<file path="config.mk">
export PLATFORM = sky130hd
export DESIGN_NAME = mem_port_arbiter
export DESIGN_NICKNAME = d
export VERILOG_FILES = /design/src/rtl/mem_port_arbiter.sv
export SDC_FILE = /design/constraint.sdc
export NUM_CORES = 1
export LEC_CHECK = 0
export CORE_ASPECT_RATIO = 0.5
export CORE_MARGIN = 2
export CORE_UTILIZATION = 35
export DETAILED_ROUTE_END_ITERATION = 8
export PLACE_DENSITY_LB_ADDON = 0.3
export SLEW_MARGIN = 0
export SYNTH_ARGS = -nofsm -noshare
export SYNTH_HDL_FRONTEND = slang
export SYNTH_SLANG_ARGS = --single-unit
export TNS_END_PERCENT = 20
</file>
<file path="constraint.sdc">
create_clock -name clk -period 2.3 [get_ports clk]
set_clock_uncertainty 0.1 [all_clocks]
set_input_delay 0.46 -clock clk [delete_from_list [all_inputs] [get_ports clk]]
set_output_delay 0.46 -clock clk [all_outputs]
set_load 0.005 [all_outputs]
</file>
<file path="src/rtl/mem_port_arbiter.sv">
// mem_port_arbiter: shares one memory port between instruction fetch and load/store.
// Latency: grant at t, mem_req at t+1, data_ok in the cycle mem_data_ok arrives in DATA.
// Backpressure: one transaction at a time; requesters hold req until their addr_ok pulse.
//
// Ports:
//   clk, rst_n                       clock, synchronous active-low reset
//   inst_req/addr -> inst_addr_ok    fetch request and accept pulse
//   inst_data_ok, inst_rdata         fetch completion pulse and data
//   data_req/wr/wen/addr/wdata       load/store request, data_addr_ok accept pulse
//   data_data_ok, data_rdata         load/store completion pulse and data
//   flush                            pipeline clear; blocks and discards fetches only
//   mem_*                            shared memory port (request out, responses in)
//   busy                             a transaction is in progress
module mem_port_arbiter #(
  parameter int STARVE_LIMIT = 4
) (
  input  logic        clk,
  input  logic        rst_n,
  input  logic        inst_req,
  input  logic [31:0] inst_addr,
  output logic        inst_addr_ok,
  output logic        inst_data_ok,
  output logic [31:0] inst_rdata,
  input  logic        data_req,
  input  logic        data_wr,
  input  logic [3:0]  data_wen,
  input  logic [31:0] data_addr,
  input  logic [31:0] data_wdata,
  output logic        data_addr_ok,
  output logic        data_data_ok,
  output logic [31:0] data_rdata,
  input  logic        flush,
  output logic        mem_req,
  output logic        mem_wr,
  output logic [3:0]  mem_wen,
  output logic [31:0] mem_addr,
  output logic [31:0] mem_wdata,
  input  logic        mem_addr_ok,
  input  logic        mem_data_ok,
  input  logic [31:0] mem_rdata,
  output logic        busy
);

  typedef enum logic [1:0] {
    S_IDLE = 2'd0,
    S_ADDR = 2'd1,
    S_DATA = 2'd2
  } state_t;

  state_t      r_state;
  state_t      w_state_nxt;
  logic        r_owner_data;
  logic        r_wr;
  logic [3:0]  r_wen;
  logic [31:0] r_addr;
  logic [31:0] r_wdata;
  logic [3:0]  r_starve;
  logic        r_discard;

  logic w_idle;
  logic w_inst_elig;
  logic w_force_inst;
  logic w_grant_data;
  logic w_grant_inst;
  logic w_done;

  // Pulses are suppressed while reset is asserted so an abandoned transaction
  // never reports completion.
  assign w_idle       = (r_state == S_IDLE);
  assign w_inst_elig  = inst_req & ~flush;
  assign w_force_inst = w_inst_elig & (r_starve == 4'(STARVE_LIMIT));
  assign w_grant_data = rst_n & w_idle & data_req & ~w_force_inst;
  assign w_grant_inst = rst_n & w_idle & w_inst_elig & ~w_grant_data;
  assign w_done       = rst_n & (r_state == S_DATA) & mem_data_ok;

  // State register
  always_ff @(posedge clk) begin
    if (!rst_n) r_state <= S_IDLE;
    else        r_state <= w_state_nxt;
  end

  // Next-state logic; mem_data_ok seen in ADDR is ignored
  always_comb begin
    w_state_nxt = r_state;
    case (r_state)
      S_IDLE:  if (w_grant_data | w_grant_inst) w_state_nxt = S_ADDR;
      S_ADDR:  if (mem_addr_ok)                 w_state_nxt = S_DATA;
      S_DATA:  if (mem_data_ok)                 w_state_nxt = S_IDLE;
      default:                                  w_state_nxt = S_IDLE;
    endcase
  end

  // Output logic
  always_comb begin
    inst_addr_ok = w_grant_inst;
    data_addr_ok = w_grant_data;
    mem_req      = (r_state == S_ADDR);
    mem_wr       = (r_state == S_ADDR) & r_wr;
    // A fetch flushed during the transaction, or in its completion cycle, is dropped
    inst_data_ok = w_done & ~r_owner_data & ~r_discard & ~flush;
    data_data_ok = w_done & r_owner_data;
    busy         = ~w_idle;
  end

  assign mem_wen    = r_wen;
  assign mem_addr   = r_addr;
  assign mem_wdata  = r_wdata;
  assign inst_rdata = mem_rdata;
  assign data_rdata = mem_rdata;

  // Latched request, starvation counter, discard flag
  always_ff @(posedge clk) begin
    if (!rst_n) begin
      r_owner_data <= 1'b0;
      r_wr         <= 1'b0;
      r_wen        <= 4'd0;
      r_addr       <= 32'd0;
      r_wdata      <= 32'd0;
      r_starve     <= 4'd0;
      r_discard    <= 1'b0;
    end else begin
      if (w_grant_data | w_grant_inst) begin
        r_owner_data <= w_grant_data;
        r_wr         <= w_grant_data & data_wr;
        r_wen        <= w_grant_data ? data_wen   : 4'd0;
        r_addr       <= w_grant_data ? data_addr  : inst_addr;
        r_wdata      <= w_grant_data ? data_wdata : 32'd0;
      end
      // Counter only moves on IDLE decisions; it counts data wins over a waiting fetch
      if (w_idle) begin
        if (w_grant_inst | ~inst_req)
          r_starve <= 4'd0;
        else if (w_grant_data && (r_starve != 4'(STARVE_LIMIT)))
          r_starve <= r_starve + 4'd1;
      end
      if (w_idle | w_done)
        r_discard <= 1'b0;
      else if (flush & ~r_owner_data)
        r_discard <= 1'b1;
    end
  end

endmodule

</file>
==> results.toml <==
[outcome]
status = "finished, final reports clean"

[worst_setup_path]
crit_path_end_kind = "primary output"
reg2reg_depth = 9
path_cells = "inv_1, ha_1, nand3b_1, o211ai_4, inv_4, dlygate4sd2_1"
critical_path_arrival_ns = 1.67
critical_path_class = "reg2out"
cp.required_ns = 1.74
slowest_stage = "dfxtp_4"
crit_fanout = 4
ff2ff_setup_slack_ns = 0.22
cpPeakStageDelay_ns = 0.35
start_kind = "flip-flop"

[detailed_routing]
drt-vias-per-instance = 4.74
drc = 0
firstDrtPassIters = 4
wl_per_cell_um = 16.5
wl_um = 11500
drt_iter0_drc = 142
vias = 3279
detail-route-antenna-nets = 0

[yosys]
ys_top_cells_by_area = "dfxtp_1, nor3_2, buf_4"
synth_cell_types = 31
syn-num-nets = 567
avgSynthCellArea_sq_um = 9.32
synth_seq_cells = 77
synthArstFlopShare_pct = 0
yosys_warnings = 0
yosysSeqAreaShare_pct = 38.9
syn_inst = 425
synth_area_sq_um = 3960
yosysTopAreaCellShare_pct = 38.9
yosys.area.top_type = "dfxtp_1"
synth_edf_count = 0
synth_flop_cell = "dfxtp_1"

[floorplanning]
dieArea_sq_um = 12200
initial_core_util_pct = 36.0
core_region_area_sq_um = 11000
fp-row-count = 27
die_w_um = 154
io_pins = 279
fp.dieH_um = 79.2

[power_and_ir_drop]
power_density_nw_per_um2 = 677
peakVddDrop_mv = 0.444
p_leak_uw = 0.00223
total_power_uw = 3980

[grt]
grt_max_degree = 74
met3_usage_pct = 7.48
antenna_found_initial = 0
grt_pass1_wl_um = 17400
top_usage_layer = "met2"
grt-ovfl-total = 0
track_usage_pct = 18.1
met1_usage_pct = 20.6
first_global_vias = 3209
use_met2_pct = 31.7

[clocking]
htree_levels = 3
path_clk_slew_ns = 0.06
clock_latency_ns = 0.33
clock_path_buffers = 2
clockRootBuffer = "clkbuf_16"
cts_tree = "built"
cts_made_buffers = 9
clkSinkCount = 77
cts_hold_buf = 0

[timing]
worstMarginPinSlew_ns = 0.640
slew_headroom_pct = 57.4
slew_viol_final = 0
fmax_mhz = 449
finalSetupViolCount = 0
final_hold_viol_count = 0
period_share_pct = 96.9
rsz0062_at_grt = "yes"
min_period_ns = 2.23
tns_ns = 0
fin_ws_ns = 0.0719

[finish]
syn_to_final_growth_pct = 48.2
nets = 684
fillers = 1039
drive_gt1_share_pct = 19.6
fin_cells = 692
final_cell_mix = "clkdlybuf4s50_1, dfxtp_1, nor3_2, nor2b_1, a22oi_1"
final_common_cell = "clkdlybuf4s50_1"
insertedDiodeCount = 0

[place]
io_buffers = 182
dpl_worst_slack_ns = -0.183
gp_congestion = 0.726
dp.cells = 673
dp_hpwl_um = 8010

[worst_hold_path]
holdPathStages = 1
hp-class = "reg2reg"

[job]
maxCapViolCount = 0
[worst max-delay path: cells and delay by family, from the launching register on]
kind | cells | cell delay [ns]
buffers and inverters | 3 | 0.37
DFF | 1 | 0.35
AOI/OAI and AO/OA | 1 | 0.26
and+or+nand+nor | 1 | 0.20
adders and majority gates | 1 | 0.15
[synth_stat cells, types with 2 or more instances]
cell and instances:
dfxtp_1 77, buf_4 64, nor3_2 64, nor2b_1 41, a22oi_1 38, nor2_1 33, o21ai_0 33, clkbuf_1 13
buf_2 10, buf_6 7, nand2_1 6, o21ai_1 5, a21oi_1 4, and2_1 4, inv_1 4, nand3_1 3
and3_1 2, ha_1 2, nand3b_1 2, nor3_1 2
[cell families after synthesis]
| family | after synthesis | share of synthesized area [%] |
|---|---|---|
| AO/OA/AOI/OAI | 84 | 13.6 |
| AND/OR/NAND/NOR | 163 | 29.7 |
| flip-flops | 77 | 38.9 |
| buffers and inverters | 99 | 17.1 |
| adder cells (fa/ha/maj) | 2 | 0.631 |
[power by group]
group | switching (uW) | internal, uW
Sequential | 46.2 | 1430
Clock | 562 | 1170
Combinational | 322 | 456
[final timing paths]
| path | from | end |
|---|---|---|
| hold reg to reg | r_starve[0] | r_starve[0] |
| setup / recovery | r_starve[1] | data_addr_ok |
| setup reg to reg | r_starve[0] | mem_wdata[4] |
| hold / removal | r_starve[0] | r_starve[0] |
[per-stage QoR]
| step | area (sq um) | hold WS [ns] | utilization, % |
|---|---|---|---|
| 4_1_cts | 5850 | 0.334 | 53.1 |
| 5_1_grt | 5870 | 0.340 | 53.3 |
| 3_5_place_dp | 5480 | 0.370 | 49.7 |
| 2_1_floorplan | 3960 | 0.345 | - |
| 6_report | 5870 | 0.338 | 53.3 |
| 3_3_place_gp | 5480 | 0.362 | 49.7 |
[sequential cells by signal, indices dropped and copies added (netlist names)]
signal,count
mem_addr,32
mem_wdata,32
mem_wen,4
r_discard,1
r_owner_data,1
r_starve,4
r_state,2
r_wr,1
[layout make-up]
cell class              instances  area, sq um  share of cell area [%]
repair buffers                200         2000                    34.0
inverters                       5         21.3                   0.362
flip-flops and latches         77         1550                    26.4
clock buffers                   9          225                    3.83
clock inverters                 7          138                    2.34
multi-input cells             249         1760                    30.0
well taps                     145          181                    3.09
[per-layer routing]
layer,wire length [um],vias to the layer above
met5,0,-
li1,-,1629
met4,165,0
met1,4640,1518
met3,924,18
met2,5720,114
[what timing repair did]
item | in CTS | in global routing
buffers inserted | 1 | 2
pin swaps | 1 | 1
endpoints found under the setup margin | 5 | 2
resized for setup | 8 | 3
Power figures use the tool's default switching activity.
